$ cat src/rtl/midi_wb_pkg.sv
// midi_wb_pkg: register offsets, STATUS/CTRL bit indices and idle read data for wb_midi_rx_fifo
package midi_wb_pkg;
  localparam logic [3:0] REG_DATA = 4'h0;
  localparam logic [3:0] REG_STATUS = 4'h1;
  localparam logic [3:0] REG_CTRL = 4'h2;
  localparam logic [3:0] REG_COUNT = 4'h3;
  localparam int ST_EMPTY = 0;
  localparam int ST_FULL = 1;
  localparam int ST_OVF = 2;
  localparam int ST_IRQ = 3;
  localparam int CTRL_EN = 0;
  localparam int CTRL_FLUSH = 1;
  localparam int CTRL_IRQ_EN = 2;
  localparam logic [7:0] DAT_IDLE = 8'h00;
endpackage

$ cat src/rtl/sync_fifo.sv
// sync_fifo: synchronous FIFO (clk, rst, push/pop/flush, din -> dout head, full/empty/count); flush discards same-cycle push, pop frees a slot for a same-cycle push
module sync_fifo #(
  parameter int WIDTH = 8,
  parameter int DEPTH_LOG2 = 4
) (
  input  logic                  clk,
  input  logic                  rst,
  input  logic                  push,
  input  logic                  pop,
  input  logic                  flush,
  input  logic [WIDTH-1:0]      din,
  output logic [WIDTH-1:0]      dout,
  output logic                  full,
  output logic                  empty,
  output logic [DEPTH_LOG2:0]   count
);
  logic [WIDTH-1:0] mem [2**DEPTH_LOG2];
  logic [DEPTH_LOG2-1:0] wptr, rptr;
  logic do_push, do_pop;
  assign empty = count == '0;
  assign full = count[DEPTH_LOG2];
  assign do_pop = pop & ~empty & ~flush;
  assign do_push = push & ~flush & (~full | do_pop);
  assign dout = mem[rptr];
  always_ff @(posedge clk)
    if (do_push) mem[wptr] <= din;
  always_ff @(posedge clk)
    if (rst | flush) begin
      wptr <= '0;
      rptr <= '0;
      count <= '0;
    end else begin
      wptr <= wptr + DEPTH_LOG2'(do_push);
      rptr <= rptr + DEPTH_LOG2'(do_pop);
      count <= count + (DEPTH_LOG2+1)'(do_push) - (DEPTH_LOG2+1)'(do_pop);
    end
endmodule

$ cat src/rtl/wb_midi_rx_fifo.sv
// wb_midi_rx_fifo: Wishbone slave buffering MIDI rx bytes (wb_* bus, rx_data_i/rx_valid_i in, irq_o only with WB_MIDI_RX_IRQ_EN)
module wb_midi_rx_fifo
  import midi_wb_pkg::*;
#(
  parameter int   DEPTH_LOG2 = 4,
  parameter logic RESET_EN_VAL = 1'b1
) (
  input  logic       wb_clk_i,
  input  logic       wb_rst_i,
  input  logic       wb_cyc_i,
  input  logic       wb_stb_i,
  input  logic       wb_we_i,
  input  logic [3:0] wb_addr_i,
  input  logic [7:0] wb_dat_i,
  output logic [7:0] wb_dat_o,
  output logic       wb_ack_o,
  input  logic [7:0] rx_data_i,
  input  logic       rx_valid_i
`ifdef WB_MIDI_RX_IRQ_EN
  ,
  output logic       irq_o
`endif
);
  logic req, rd, wr, pop, flush, push, full, empty, enable, overflow, irq_en, irq_pending, w1c, ovf_set;
  logic unused_bits;
  logic [7:0] head, rdata;
  logic [DEPTH_LOG2:0] count;
  assign req = wb_cyc_i & wb_stb_i & ~wb_ack_o;
  assign rd = req & ~wb_we_i;
  assign wr = req & wb_we_i;
  assign pop = rd & wb_addr_i == REG_DATA;
  assign flush = wr & wb_addr_i == REG_CTRL & wb_dat_i[CTRL_FLUSH];
  assign push = rx_valid_i & enable;
  assign ovf_set = push & full & ~pop & ~flush;
  assign w1c = wr & wb_addr_i == REG_STATUS & wb_dat_i[ST_OVF];
  assign irq_pending = irq_en & (~empty | overflow);
  assign unused_bits = ^wb_dat_i;
  sync_fifo #(.WIDTH(8), .DEPTH_LOG2(DEPTH_LOG2)) u_fifo (
    .clk(wb_clk_i),
    .rst(wb_rst_i),
    .push(push),
    .pop(pop),
    .flush(flush),
    .din(rx_data_i),
    .dout(head),
    .full(full),
    .empty(empty),
    .count(count)
  );
  always_comb
    rdata = wb_addr_i == REG_DATA   ? (empty ? DAT_IDLE : head) :
            wb_addr_i == REG_STATUS ? {4'b0, irq_pending, overflow, full, empty} :
            wb_addr_i == REG_CTRL   ? {5'b0, irq_en, 1'b0, enable} :
            wb_addr_i == REG_COUNT  ? 8'(count) : DAT_IDLE;
  always_ff @(posedge wb_clk_i)
    if (wb_rst_i) begin
      wb_ack_o <= 1'b0;
      wb_dat_o <= DAT_IDLE;
      enable <= RESET_EN_VAL;
      overflow <= 1'b0;
    end else begin
      wb_ack_o <= req;
      wb_dat_o <= rd ? rdata : DAT_IDLE;
      overflow <= ovf_set | (overflow & ~w1c);
      if (wr & wb_addr_i == REG_CTRL) enable <= wb_dat_i[CTRL_EN];
    end
`ifdef WB_MIDI_RX_IRQ_EN
  always_ff @(posedge wb_clk_i)
    if (wb_rst_i) begin
      irq_en <= 1'b0;
      irq_o <= 1'b0;
    end else begin
      irq_o <= irq_pending;
      if (wr & wb_addr_i == REG_CTRL) irq_en <= wb_dat_i[CTRL_IRQ_EN];
    end
`else
  assign irq_en = 1'b0;
`endif
endmodule

$ cat config.mk
export PLATFORM = sky130hd
export DESIGN_NAME = wb_midi_rx_fifo
export DESIGN_NICKNAME = d
export VERILOG_FILES = /design/src/rtl/midi_wb_pkg.sv /design/src/rtl/sync_fifo.sv /design/src/rtl/wb_midi_rx_fifo.sv
export SDC_FILE = /design/constraint.sdc
export NUM_CORES = 1
export LEC_CHECK = 0
export ABC_AREA = 1
export CORE_MARGIN = 2
export CORE_UTILIZATION = 56
export DETAILED_ROUTE_END_ITERATION = 12
export PLACE_DENSITY = 0.81
export SYNTH_ARGS = -nofsm -noshare
export SYNTH_HDL_FRONTEND = slang
export SYNTH_SLANG_ARGS = --single-unit
export TNS_END_PERCENT = 1
$ cat constraint.sdc
create_clock -name wb_clk_i -period 3.65 [get_ports wb_clk_i]
set_clock_uncertainty 0.1 [all_clocks]
set_input_delay 0.73 -clock wb_clk_i [delete_from_list [all_inputs] [get_ports wb_clk_i]]
set_output_delay 0.73 -clock wb_clk_i [all_outputs]
set_load 0.1 [all_outputs]
==> out/qor.csv, run 1 <==
stage;metric;value;unit
timing;setup repair after global routing missed its margin;no;
timing;final total negative setup slack;0;ns
setup_path;largest fanout of any net on the critical path;4;
power_and_ir_drop;Power, Total;4030;uW
cts;clock tree from TritonCTS;done;
grt;wire length of the first global-routing pass;22.9;mm
setup_path;worst setup path category;in2reg;
logic_synthesis;distinct cell type count after synthesis;33;
logic_synthesis;area of the mapped netlist;6620;um2
power_and_ir_drop;portion of total power attributed to the clock network;0.418;
cts;clock tree sinks;152;
cts;cts repair resizes;0;
grt;largest net degree at the start of global routing;71;
final_layout;final-stage net count;727;
setup_path;sort of element at the start of the critical path;input port;
routing;WL final;14.5;mm
routing;DRT antenna net count;0;
power_and_ir_drop;combinational group share of total power;0.092;
cts;count of hold-fix buffers inserted at cts;0;
power_and_ir_drop;share of total power in sequential cells;0.491;
placement;number of port buffers;29;
timing;achievable clock frequency;0.321;GHz
routing;routed wirelength normalized by instance count;17.1;um
power_and_ir_drop;power density cells;528;nW/um2
power_and_ir_drop;IR Drop Worst-Case VDD;0.000479;V
routing;DRC violations left;0;
logic_synthesis;number of nets in the synthesized netlist;687;
logic_synthesis;yosys warns;0;
routing;1st-iter DRT viols;549;
setup_path;Req. time, crit path;3.90;ns
grt;residual overflow from global routing;0;
logic_synthesis;share of synthesized area occupied by flip-flops and latches;0.654;
setup_path;cell class contributing the biggest share of worst-path delay;simple AND/OR/NAND/NOR gates;
timing;Max Transition Viols Final;0;
power_and_ir_drop;internal power contribution;3090;uW
cts;Skew-Pair Late Insertion Delay;0.42;ns
timing;hold violation total from the final report;0;
logic_synthesis;Post-Syn Area per Cell;10.1;um2
final_layout;layout cells sized above 1;0.0922;
setup_path;crit path buf inv count;4;
timing;final-report setup violation count;0;
setup_path;delay of the slowest cell on the worst path;0.45;ns
logic_synthesis;post-synthesis register bit count;152;
setup_path;kind of capture point of the worst setup path;flop;
floorplan;I/O pin count;35;
min_path;worst hold path class;reg2reg;
timing;min cycle time layout;3.12;ns
timing;final period utilization;0.854;
setup_path;CP max-delay cell;sky130_fd_sc_hd__clkdlybuf4s50_1;
routing;first-pass iteration count of the detailed router;5;
floorplan;Die Footprint;12700;um2
logic_synthesis;Async SR Flop Fraction;0;
timing;Worst Max-Slew Pin Slew;1.08;ns
cts;clock buffers created by TritonCTS;17;
setup_path;data arrival time of the worst path;3.37;ns
floorplan;Rows;39;
logic_synthesis;number of enable-type register cells in the synthesized netlist;128;
logic_synthesis;top_reg_cell synth;sky130_fd_sc_hd__edfxtp_1;
job;MaxCap Viol Count;0;
logic_synthesis;area share of the leading cell type in the synthesized netlist;0.581;
logic_synthesis;synthesized instance count;652;
final_layout;final core utilization;0.665;
floorplan;area of the core;11500;um2
floorplan;effective utilization at floorplan;0.577;
grt;initial antenna violation count;0;
power_and_ir_drop;static leakage;0.00303;uW
timing;remaining max-slew budget at the tightest pin;0.276;
cts;number of setup buffers added after CTS;0;
cts;cell at the root of the clock tree;sky130_fd_sc_hd__clkbuf_16;
grt;total routing usage reported by global routing;0.239;
routing;count of vias placed by the detailed router;4695;
power_and_ir_drop;Net Sw Power;935;uW
grt;vias in the first global route;4553;
status;outcome;finished clean;
final_layout;Antenna Diode Count;0;
cts;largest buffer count on any clock path;2;
cts;H-tree lvl count;4;
logic_synthesis;synth top area cells;sky130_fd_sc_hd__edfxtp_1 58%, sky130_fd_sc_hd__nand2_1 12%, sky130_fd_sc_hd__dfxtp_1 7.3%, sky130_fd_sc_hd__nand3_1 5.8%, sky130_fd_sc_hd__inv_1 4.4%;
power_and_ir_drop;switch share;0.232;
final_layout;Synth-to-Final Area Change;15.3;%
floorplan;vertical die dimension;113;um
floorplan;die boundary width;113;um
routing;per-cell via count in the routed design;5.54;
setup_path;crit path cell chain;clkdlybuf4s50_1 > nand2_1 > nor2_2 > nand2_2 > nor2_1 > nand2_2 > nor2_1 > inv_1 > nand2_1 > ha_1 > inv_1 > fa_1 > o31ai_1 > xor2_1 > inv_1 > nor2_1;
placement;routability cong.;0.876;
logic_synthesis;most area-hungry cell type in the Yosys netlist;sky130_fd_sc_hd__edfxtp_1;
cts;clock slew at the register clock pins of the worst setup and hold paths;0.06;ns
placement;final HPWL from detailed placement;8.96;mm
per-stage QoR:
stage          instance area [um2]  hold slack [ns]  worst slack (ns)  cells
5_1_grt                       7630            0.421             0.333    848
4_1_cts                       7630            0.399             0.597    848
6_report                      7630            0.405             0.533    848
3_3_place_gp                  7060            0.379             0.249    816
3_5_place_dp                  7060            0.389             0.193    816
2_1_floorplan                 6620            0.348             0.683    652
cell type report:
class / count / area (um2)
clock buffers: 22 / 444
clock inverters: 10 / 123
fillers: 803 / 3840
inverters: 85 / 320
multi-input cells: 392 / 1840
flip-flops and latches: 152 / 4330
well taps: 143 / 179
repair buffers: 44 / 403
power by group through the flow:
stage          clock [uW]  combinational, uW  sequential, uW
4_1_cts              1700                365            1980
6_report             1680                369            1980
3_5_place_dp            0                357            2010
2_1_floorplan           0                238            2010
5_1_grt              1760                409            1980
3_3_place_gp            0                335            2010
cells in the mapped netlist, types with 2 or more instances:
master and number:
sky130_fd_sc_hd__nand2_2 4, sky130_fd_sc_hd__nand3_1 77, sky130_fd_sc_hd__nor3_2 3, sky130_fd_sc_hd__nand4_1 4, sky130_fd_sc_hd__ha_1 8, sky130_fd_sc_hd__nand2_1 207, sky130_fd_sc_hd__o21ai_0 9, sky130_fd_sc_hd__edfxtp_1 128
sky130_fd_sc_hd__clkbuf_1 3, sky130_fd_sc_hd__nor2_1 32, sky130_fd_sc_hd__or2_2 2, sky130_fd_sc_hd__nor2_4 3, sky130_fd_sc_hd__xnor2_1 3, sky130_fd_sc_hd__xor2_1 2, sky130_fd_sc_hd__a21oi_1 9, sky130_fd_sc_hd__inv_1 77
sky130_fd_sc_hd__buf_2 12, sky130_fd_sc_hd__buf_4 7, sky130_fd_sc_hd__dfxtp_1 24, sky130_fd_sc_hd__nor3_1 18, sky130_fd_sc_hd__o211ai_1 3, sky130_fd_sc_hd__inv_2 6
routing by layer:
layer  vias to the layer above  GRT usage  routed length (um)
met5                         -          0                   0
met2                       223      0.399                7230
met3                        32     0.0481                1090
li1                       2224          -                   -
met1                      2216      0.303                5770
met4                         0      0.110                 410
worst register-to-register path, delay by kind of cell (launching register included):
family	cells	cell delay (ns)
AO/OA/AOI/OAI	1	0.29
XOR/XNOR	1	0.17
adder cells (fa/ha/maj)	3	0.78
buffers and inverters	4	0.28
flip-flops	1	0.35
AND/OR/NAND/NOR	7	0.82
layout by cell type (no fill, tap or decap), types with 2 or more instances in the layout:
cell	instances
sky130_fd_sc_hd__inv_1	77
sky130_fd_sc_hd__or2_2	2
sky130_fd_sc_hd__nor3_1	18
sky130_fd_sc_hd__o211ai_1	3
sky130_fd_sc_hd__xnor2_1	3
sky130_fd_sc_hd__clkinvlp_4	2
sky130_fd_sc_hd__nand4_1	4
sky130_fd_sc_hd__a21oi_1	9
sky130_fd_sc_hd__nor2_1	32
sky130_fd_sc_hd__clkinv_2	3
sky130_fd_sc_hd__xor2_1	2
sky130_fd_sc_hd__edfxtp_1	128
sky130_fd_sc_hd__clkbuf_1	5
sky130_fd_sc_hd__nand2_1	207
sky130_fd_sc_hd__nand3_1	77
sky130_fd_sc_hd__nor3_2	3
sky130_fd_sc_hd__nand2_2	4
sky130_fd_sc_hd__inv_6	2
sky130_fd_sc_hd__clkbuf_16	17
sky130_fd_sc_hd__clkdlybuf4s50_1	29
sky130_fd_sc_hd__inv_2	6
sky130_fd_sc_hd__nor2_4	3
sky130_fd_sc_hd__dfxtp_1	23
sky130_fd_sc_hd__buf_4	15
sky130_fd_sc_hd__o21ai_0	9
sky130_fd_sc_hd__ha_1	8
sky130_fd_sc_hd__bufinv_16	2
sequential cells by signal, summed over array words and instances (netlist names):
register,cells
enable,1
overflow,1
u_fifo.count,5
u_fifo.mem,128
u_fifo.rptr,4
u_fifo.wptr,4
wb_ack_o,1
wb_dat_o,8
cells by family (layout without fill, tap and decap cells):
family / Yosys count / after routing / share of synthesized area
AND/OR/NAND/NOR: 353 / 353 / 0.232
flip-flops: 152 / 152 / 0.654
buffers and inverters: 108 / 161 / 0.0688
AO/OA/AOI/OAI: 25 / 25 / 0.0210
adder cells (fa/ha/maj): 9 / 9 / 0.0182
XOR/XNOR: 5 / 5 / 0.00662
final timing paths:
path,depth (start not counted),to,from,slack [ns]
max,16,u_fifo.count[4]$_SDFF_PP0_,wb_cyc_i,0.53
min,2,overflow$_SDFF_PP0_,overflow$_SDFF_PP0_,0.40
max reg2reg,16,u_fifo.count[4]$_SDFF_PP0_,u_fifo.count[2]$_SDFF_PP0_,0.78
min reg2reg,2,overflow$_SDFF_PP0_,overflow$_SDFF_PP0_,0.40
Note: power is estimated with default switching activity, not from simulation.
==> run 2: changes to the inputs <==
--- a/config.mk
+++ b/config.mk
@@ -6,10 +6,11 @@
 export NUM_CORES = 1
 export LEC_CHECK = 0
 export ABC_AREA = 1
-export CORE_MARGIN = 2
+export CORE_MARGIN = 5
 export CORE_UTILIZATION = 56
 export DETAILED_ROUTE_END_ITERATION = 12
-export PLACE_DENSITY = 0.81
+export DONT_BUFFER_PORTS = 1
+export PLACE_DENSITY = 0.77
 export SYNTH_ARGS = -nofsm -noshare
 export SYNTH_HDL_FRONTEND = slang
 export SYNTH_SLANG_ARGS = --single-unit
==> out/qor.csv, run 2 (synthesis gave the netlist of run 1 again) <==
stage;metric;value;unit;change
status;outcome;finished clean;;
timing;setup repair after global routing missed its margin;no;;
final_layout;Finished Layout Cells;819;;-3.4%
power_and_ir_drop;power density cells;540;nW/um2;+2.2%
setup_path;delay of the slowest cell on the worst path;0.41;ns;-0.04 ns
setup_path;CP max-delay cell;sky130_fd_sc_hd__fa_1;;
cts;Skew-Pair Late Insertion Delay;0.42;ns;about the same
timing;final period utilization;0.788;;-0.0664
grt;wire length of the first global-routing pass;22.8;mm;-0.30%
floorplan;vertical die dimension;119;um;+5.3%
final_layout;leading cell types in the layout, fill and taps excluded;207 x sky130_fd_sc_hd__nand2_1, 128 x sky130_fd_sc_hd__edfxtp_1, 77 x sky130_fd_sc_hd__inv_1, 77 x sky130_fd_sc_hd__nand3_1, 32 x sky130_fd_sc_hd__nor2_1;;
cts;count of hold-fix buffers inserted at cts;0;;unchanged
final_layout;number of fill cells;842;;+4.9%
timing;hold violation total from the final report;0;;unchanged
setup_path;crit path cell chain;inv_1 > ha_1 > nand2_1 > nor2_1 > nor2_1 > nand2_2 > nor2_1 > inv_1 > nand2_1 > ha_1 > inv_1 > fa_1 > o31ai_1 > xor2_1 > inv_1 > nor2_1;;
final_layout;Largest register FFs;128;;unchanged
placement;final HPWL from detailed placement;8.56;mm;-4.4%
final_layout;Register Area;4330;um2;unchanged
setup_path;sort of element at the start of the critical path;flop;;
power_and_ir_drop;switch share;0.239;;+0.00742
cts;number of setup buffers added after CTS;0;;unchanged
grt;total routing usage reported by global routing;0.211;;-0.0279
routing;DRC violations left;0;;unchanged
final_layout;layout cells sized above 1;0.101;;+0.00839
floorplan;area of the core;11500;um2;+0.43%
routing;WL final;14.4;mm;-0.61%
timing;min cycle time layout;2.87;ns;-0.242 ns
power_and_ir_drop;static leakage;0.00291;uW;-3.8%
setup_path;Req. time, crit path;3.90;ns;about the same
floorplan;Die Footprint;14100;um2;+11%
cts;cts repair resizes;0;;unchanged
job;MaxCap Viol Count;0;;unchanged
timing;Worst Max-Slew Pin Slew;1.10;ns;+0.0120 ns
placement;routability cong.;0.832;;-5.0%
routing;per-cell via count in the routed design;5.57;;+0.63%
setup_path;largest fanout of any net on the critical path;4;;unchanged
cts;H-tree lvl count;4;;unchanged
floorplan;Rows;39;;unchanged
cts;clock buffers created by TritonCTS;17;;unchanged
setup_path;cell class contributing the biggest share of worst-path delay;simple AND/OR/NAND/NOR gates;;
setup_path;crit path buf inv count;4;;unchanged
timing;remaining max-slew budget at the tightest pin;0.270;;-0.00694
timing;final total negative setup slack;0;ns;unchanged
routing;DRT antenna net count;0;;unchanged
final_layout;Antenna Diode Count;0;;unchanged
placement;placed instance count;787;;-3.6%
final_layout;Synth-to-Final Area Change;11.0;%;
timing;Max Transition Viols Final;0;;unchanged
cts;clock tree sinks;152;;unchanged
power_and_ir_drop;combinational group share of total power;0.078;;-0.014
setup_path;data arrival time of the worst path;3.13;ns;-0.24 ns
setup_path;worst setup path category;reg2reg;;
power_and_ir_drop;Net Sw Power;949;uW;+1.4%
cts;largest buffer count on any clock path;2;;unchanged
final_layout;leading registers by flop count;u_fifo.mem: 128 flops, wb_dat_o: 8 flops, u_fifo.count: 5 flops;;
floorplan;I/O pin count;35;;unchanged
final_layout;register ranked first by flip-flop count;u_fifo.mem;;
routing;first-pass iteration count of the detailed router;6;;+1
cts;clock slew at the register clock pins of the worst setup and hold paths;0.06;ns;about the same
final_layout;area of the multi-input gates;1840;um2;unchanged
cts;clock tree from TritonCTS;done;;
power_and_ir_drop;internal power contribution;3010;uW;-2.6%
final_layout;design area;7340;um2;-3.8%
routing;count of vias placed by the detailed router;4563;;-2.8%
floorplan;effective utilization at floorplan;0.574;;-0.00244
floorplan;die boundary width;119;um;+5.3%
power_and_ir_drop;portion of total power attributed to the clock network;0.422;;+0.004
grt;residual overflow from global routing;0;;unchanged
min_path;worst hold path class;in2reg;;
final_layout;final-stage net count;698;;-4.0%
power_and_ir_drop;share of total power in sequential cells;0.500;;+0.009
setup_path;kind of capture point of the worst setup path;flop;;
timing;final-report setup violation count;0;;unchanged
grt;initial antenna violation count;0;;unchanged
routing;1st-iter DRT viols;516;;-6.0%
timing;achievable clock frequency;0.348;GHz;+8.4%
routing;routed wirelength normalized by instance count;17.6;um;+2.9%
power_and_ir_drop;IR Drop Worst-Case VDD;0.000398;V;-17%
grt;vias in the first global route;4434;;-2.6%
cts;cell at the root of the clock tree;sky130_fd_sc_hd__clkbuf_16;;
placement;Placed Area;6770;um2;-4.1%
placement;number of port buffers;0;;-100%
grt;largest net degree at the start of global routing;71;;unchanged
final_layout;most common cell after layout, fill and taps aside;sky130_fd_sc_hd__nand2_1;;
[run 2: worst reg2reg max path: stages (launching register included)]
cell,delay (ns)
sky130_fd_sc_hd__dfxtp_1,0.39
sky130_fd_sc_hd__inv_1,0.10
sky130_fd_sc_hd__ha_1,0.19
sky130_fd_sc_hd__nand2_1,0.09
sky130_fd_sc_hd__nor2_1,0.07
sky130_fd_sc_hd__nor2_1,0.17
sky130_fd_sc_hd__nand2_2,0.12
sky130_fd_sc_hd__nor2_1,0.22
sky130_fd_sc_hd__inv_1,0.10
sky130_fd_sc_hd__nand2_1,0.07
sky130_fd_sc_hd__ha_1,0.16
sky130_fd_sc_hd__inv_1,0.06
sky130_fd_sc_hd__fa_1,0.41
sky130_fd_sc_hd__o31ai_1,0.29
sky130_fd_sc_hd__xor2_1,0.16
sky130_fd_sc_hd__inv_1,0.05
sky130_fd_sc_hd__nor2_1,0.07
[run 2: final cells by class]
type                       instances  share of cell area
inverter                          85              0.0436
tap                              143              0.0244
sequential                       152               0.589
clock buffer                      18              0.0585
timing repair buffer              15              0.0153
multi-input combinational        392               0.250
clock inverter                    14              0.0191
[run 2: power by group through the flow]
stage / Clock [uW] / Combinational, uW / Sequential (uW)
after floorplan: 0 / 238 / 2010
after global placement: 0 / 285 / 2010
after detailed placement: 0 / 302 / 2010
after CTS: 1680 / 306 / 1980
after global routing: 1770 / 348 / 1980
final: 1670 / 310 / 1980
[run 2: worst paths after layout]
check / from / endpoint / slack (ns) / cells past startpoint
worst max-delay path: u_fifo.count[3]$_SDFF_PP0_ / u_fifo.count[4]$_SDFF_PP0_ / 0.78 / 16
worst min-delay path: wb_rst_i / overflow$_SDFF_PP0_ / 0.28 / 1
worst max register to register: u_fifo.count[3]$_SDFF_PP0_ / u_fifo.count[4]$_SDFF_PP0_ / 0.78 / 16
worst min register to register: overflow$_SDFF_PP0_ / overflow$_SDFF_PP0_ / 0.40 / 2
[run 2: routing by layer]
layer	GRT usage	vias up	share of wire
li1	-	2164	-
met1	0.274	2096	0.39
met2	0.348	262	0.49
met3	0.0525	41	0.096
met4	0.0753	0	0.023
met5	0	-	0
[run 2: through the flow]
step	hold slack (ns)	setup slack [ns]	total power (uW)	utilization
6_report	0.278	0.775	3960	0.638
5_1_grt	0.268	0.569	4110	0.638
4_1_cts	0.263	0.784	3970	0.638
3_5_place_dp	0.387	0.588	2320	0.588
3_3_place_gp	0.369	0.662	2300	0.588
2_1_floorplan	0.348	0.683	2250	-
==> run 3: changes to the inputs <==
==> constraint.sdc (replaced) <==
create_clock -name wb_clk_i -period 2.85 [get_ports wb_clk_i]
set_clock_uncertainty 0.1 [all_clocks]
set_input_delay 0.57 -clock wb_clk_i [delete_from_list [all_inputs] [get_ports wb_clk_i]]
set_output_delay 0.57 -clock wb_clk_i [all_outputs]
set_load 0.1 [all_outputs]
==> out/qor.csv, run 3 (synthesis gave the netlist of run 1 again) <==
stage;metric;value;unit;change
cts;clock tree sinks;152;;unchanged
grt;initial antenna violation count;0;;unchanged
grt;wire length of the first global-routing pass;21.8;mm;-4.4%
final_layout;Antenna Diode Count;0;;unchanged
cts;clock tree from TritonCTS;done;;
floorplan;area of the core;11500;um2;unchanged
floorplan;I/O pin count;35;;unchanged
setup_path;largest fanout of any net on the critical path;3;;-1
power_and_ir_drop;power density cells;677;nW/um2;+26%
timing;final total negative setup slack;0;ns;unchanged
grt;largest net degree at the start of global routing;71;;unchanged
routing;first-pass iteration count of the detailed router;6;;unchanged
cts;largest buffer count on any clock path;2;;unchanged
final_layout;final-stage net count;705;;+1.0%
setup_path;cell occurring most often along the worst timing path;sky130_fd_sc_hd__inv_1;;
power_and_ir_drop;static leakage;0.00295;uW;+1.2%
cts;clock slew at the register clock pins of the worst setup and hold paths;0.06;ns;about the same
routing;per-cell via count in the routed design;5.46;;-2.1%
routing;count of vias placed by the detailed router;4506;;-1.2%
min_path;Worst Hold Launch;wb_rst_i;;
setup_path;R2R Path Start;u_fifo.count[3]$_SDFF_PP0_;;
power_and_ir_drop;Net Sw Power;1150;uW;+21%
setup_path;cell class contributing the biggest share of worst-path delay;adder cells;;
cts;clock buffers created by TritonCTS;17;;unchanged
final_layout;register ranked first by flip-flop count;u_fifo.mem;;
final_layout;leading registers by flop count;u_fifo.mem: 128 flops, wb_dat_o: 8 flops, u_fifo.count: 5 flops;;
job;MaxCap Viol Count;0;;unchanged
placement;routability cong.;0.862;;+3.6%
power_and_ir_drop;portion of total power attributed to the clock network;0.409;;-0.013
timing;hold violation total from the final report;0;;unchanged
timing;final period utilization;0.937;;+0.149
placement;number of port buffers;0;;unchanged
placement;worst slack, placed;-0.0266;ns;-0.615 ns
power_and_ir_drop;combinational group share of total power;0.083;;+0.005
setup_path;Register-to-Register Path Depth;16;;unchanged
final_layout;most common cell after layout, fill and taps aside;sky130_fd_sc_hd__nand2_1;;
power_and_ir_drop;share of total power in sequential cells;0.508;;+0.008
power_and_ir_drop;internal power contribution;3850;uW;+28%
floorplan;vertical die dimension;119;um;unchanged
cts;cell at the root of the clock tree;sky130_fd_sc_hd__clkbuf_16;;
timing;Worst Max-Slew Pin Slew;0.946;ns;-0.149 ns
floorplan;die boundary width;119;um;unchanged
routing;DRC violations left;0;;unchanged
setup_path;sort of element at the start of the critical path;flop;;
grt;vias in the first global route;4389;;-1.0%
power_and_ir_drop;IR Drop Worst-Case VDD;0.000605;V;+52%
grt;residual overflow from global routing;0;;unchanged
min_path;hold path cells;1;;unchanged
routing;WL final;13.9;mm;-3.3%
placement;final HPWL from detailed placement;8.75;mm;+2.2%
cts;H-tree lvl count;4;;unchanged
timing;remaining max-slew budget at the tightest pin;0.368;;+0.0988
power_and_ir_drop;switch share;0.230;;-0.00918
setup_path;crit path buf inv count;4;;unchanged
timing;setup repair after global routing missed its margin;no;;
routing;1st-iter DRT viols;422;;-18%
timing;Max Transition Viols Final;0;;unchanged
setup_path;delay of the slowest cell on the worst path;0.38;ns;-0.03 ns
setup_path;worst setup path category;reg2reg;;
final_layout;final core utilization;0.641;;+0.00304
status;outcome;finished clean;;
setup_path;data arrival time of the worst path;2.92;ns;-0.21 ns
timing;achievable clock frequency;0.375;GHz;+7.7%
timing;post-route worst hold slack;0.119;ns;-0.159 ns
setup_path;Req. time, crit path;3.10;ns;-0.80 ns
grt;total routing usage reported by global routing;0.204;;-0.00738
floorplan;Rows;39;;unchanged
setup_path;CP max-delay cell;sky130_fd_sc_hd__dfxtp_1;;
final_layout;Largest register FFs;128;;unchanged
final_layout;Synth-to-Final Area Change;11.5;%;
timing;min cycle time layout;2.67;ns;-0.205 ns
setup_path;kind of capture point of the worst setup path;flop;;
min_path;worst hold path class;in2reg;;
routing;routed wirelength normalized by instance count;16.9;um;-4.2%
final_layout;leading cell types in the layout, fill and taps excluded;207 x sky130_fd_sc_hd__nand2_1, 128 x sky130_fd_sc_hd__edfxtp_1, 77 x sky130_fd_sc_hd__inv_1, 77 x sky130_fd_sc_hd__nand3_1, 31 x sky130_fd_sc_hd__nor2_1;;
routing;DRT antenna net count;0;;unchanged
setup_path;reg-to-reg endpoint;u_fifo.count[4]$_SDFF_PP0_;;
setup_path;crit path cell chain;inv_1 > ha_1 > nand2_1 > nor2_1 > nor2_1 > nand2_2 > nor2_2 > inv_1 > nand2_1 > ha_1 > inv_1 > fa_2 > o31ai_2 > xor2_1 > inv_1 > nor2_1;;
min_path;sink of the worst hold path;overflow$_SDFF_PP0_;;
setup_path;Register-to-Register Setup Slack;0.18;ns;-0.59 ns
final_layout;layout cells sized above 1;0.111;;+0.0107
floorplan;effective utilization at floorplan;0.574;;unchanged
timing;final setup slack of the worst path;0.181;ns;-0.595 ns
cts;Skew-Pair Late Insertion Delay;0.42;ns;about the same
timing;final-report setup violation count;0;;unchanged
floorplan;Die Footprint;14100;um2;unchanged
-- run 3: worst reg2reg max path, cell delays in order, from the launching register on --
cell,delay (ns)
sky130_fd_sc_hd__dfxtp_1,0.38
sky130_fd_sc_hd__inv_1,0.10
sky130_fd_sc_hd__ha_1,0.20
sky130_fd_sc_hd__nand2_1,0.10
sky130_fd_sc_hd__nor2_1,0.07
sky130_fd_sc_hd__nor2_1,0.16
sky130_fd_sc_hd__nand2_2,0.08
sky130_fd_sc_hd__nor2_2,0.15
sky130_fd_sc_hd__inv_1,0.08
sky130_fd_sc_hd__nand2_1,0.07
sky130_fd_sc_hd__ha_1,0.17
sky130_fd_sc_hd__inv_1,0.07
sky130_fd_sc_hd__fa_2,0.37
sky130_fd_sc_hd__o31ai_2,0.25
sky130_fd_sc_hd__xor2_1,0.16
sky130_fd_sc_hd__inv_1,0.05
sky130_fd_sc_hd__nor2_1,0.07
-- run 3: final cells by class --
class / count / area [um2]
multi-input cells: 392 / 1850
flip-flops and latches: 152 / 4330
clock buffers: 21 / 440
inverters: 85 / 320
fillers: 870 / 4140
repair buffers: 22 / 165
well taps: 143 / 179
clock inverters: 11 / 100
-- run 3: power groups by stage --
stage	combinational, uW	clock, uW	sequential, uW
after floorplan	305	0	2570
after global placement	376	0	2580
after detailed placement	398	0	2580
after CTS	403	2070	2540
after global routing	468	2170	2540
final	415	2050	2540
-- run 3: how the worst max path moves through the flow --
stage                                  to  cells past startpoint                  startpoint  slack [ns]
4_1_cts        u_fifo.count[4]$_SDFF_PP0_                     16  u_fifo.count[3]$_SDFF_PP0_        0.02
5_1_grt        u_fifo.count[4]$_SDFF_PP0_                     16  u_fifo.count[2]$_SDFF_PP0_       0.002
3_3_place_gp   u_fifo.count[4]$_SDFF_PP0_                     15                    wb_cyc_i        0.09
6_report       u_fifo.count[4]$_SDFF_PP0_                     16  u_fifo.count[3]$_SDFF_PP0_        0.18
2_1_floorplan  u_fifo.count[4]$_SDFF_PP0_                     14         wb_ack_o$_SDFF_PP0_        0.22
3_5_place_dp   u_fifo.count[4]$_SDFF_PP0_                     15                    wb_cyc_i       -0.03
-- run 3: metrics by stage --
| step | power, uW | instances | instance area, um2 |
|---|---|---|---|
| after CTS | 5010 | 826 | 7370 |
| final | 5000 | 826 | 7380 |
| after global placement | 2950 | 794 | 6830 |
| after detailed placement | 2980 | 794 | 6830 |
| after global routing | 5180 | 826 | 7380 |
| after floorplan | 2880 | 652 | 6620 |
-- run 3: repair_timing --
item | CTS | global route
hold buffers | 0 | 0
setup endpoints to repair | 0 | 1
setup buffers | 0 | 0
gates resized for setup | 0 | 3
-- run 3: routing by layer --
layer	track usage	part of all wire
met5	0	0
met4	0.0760	0.018
met3	0.0549	0.082
met2	0.342	0.50
met1	0.255	0.40
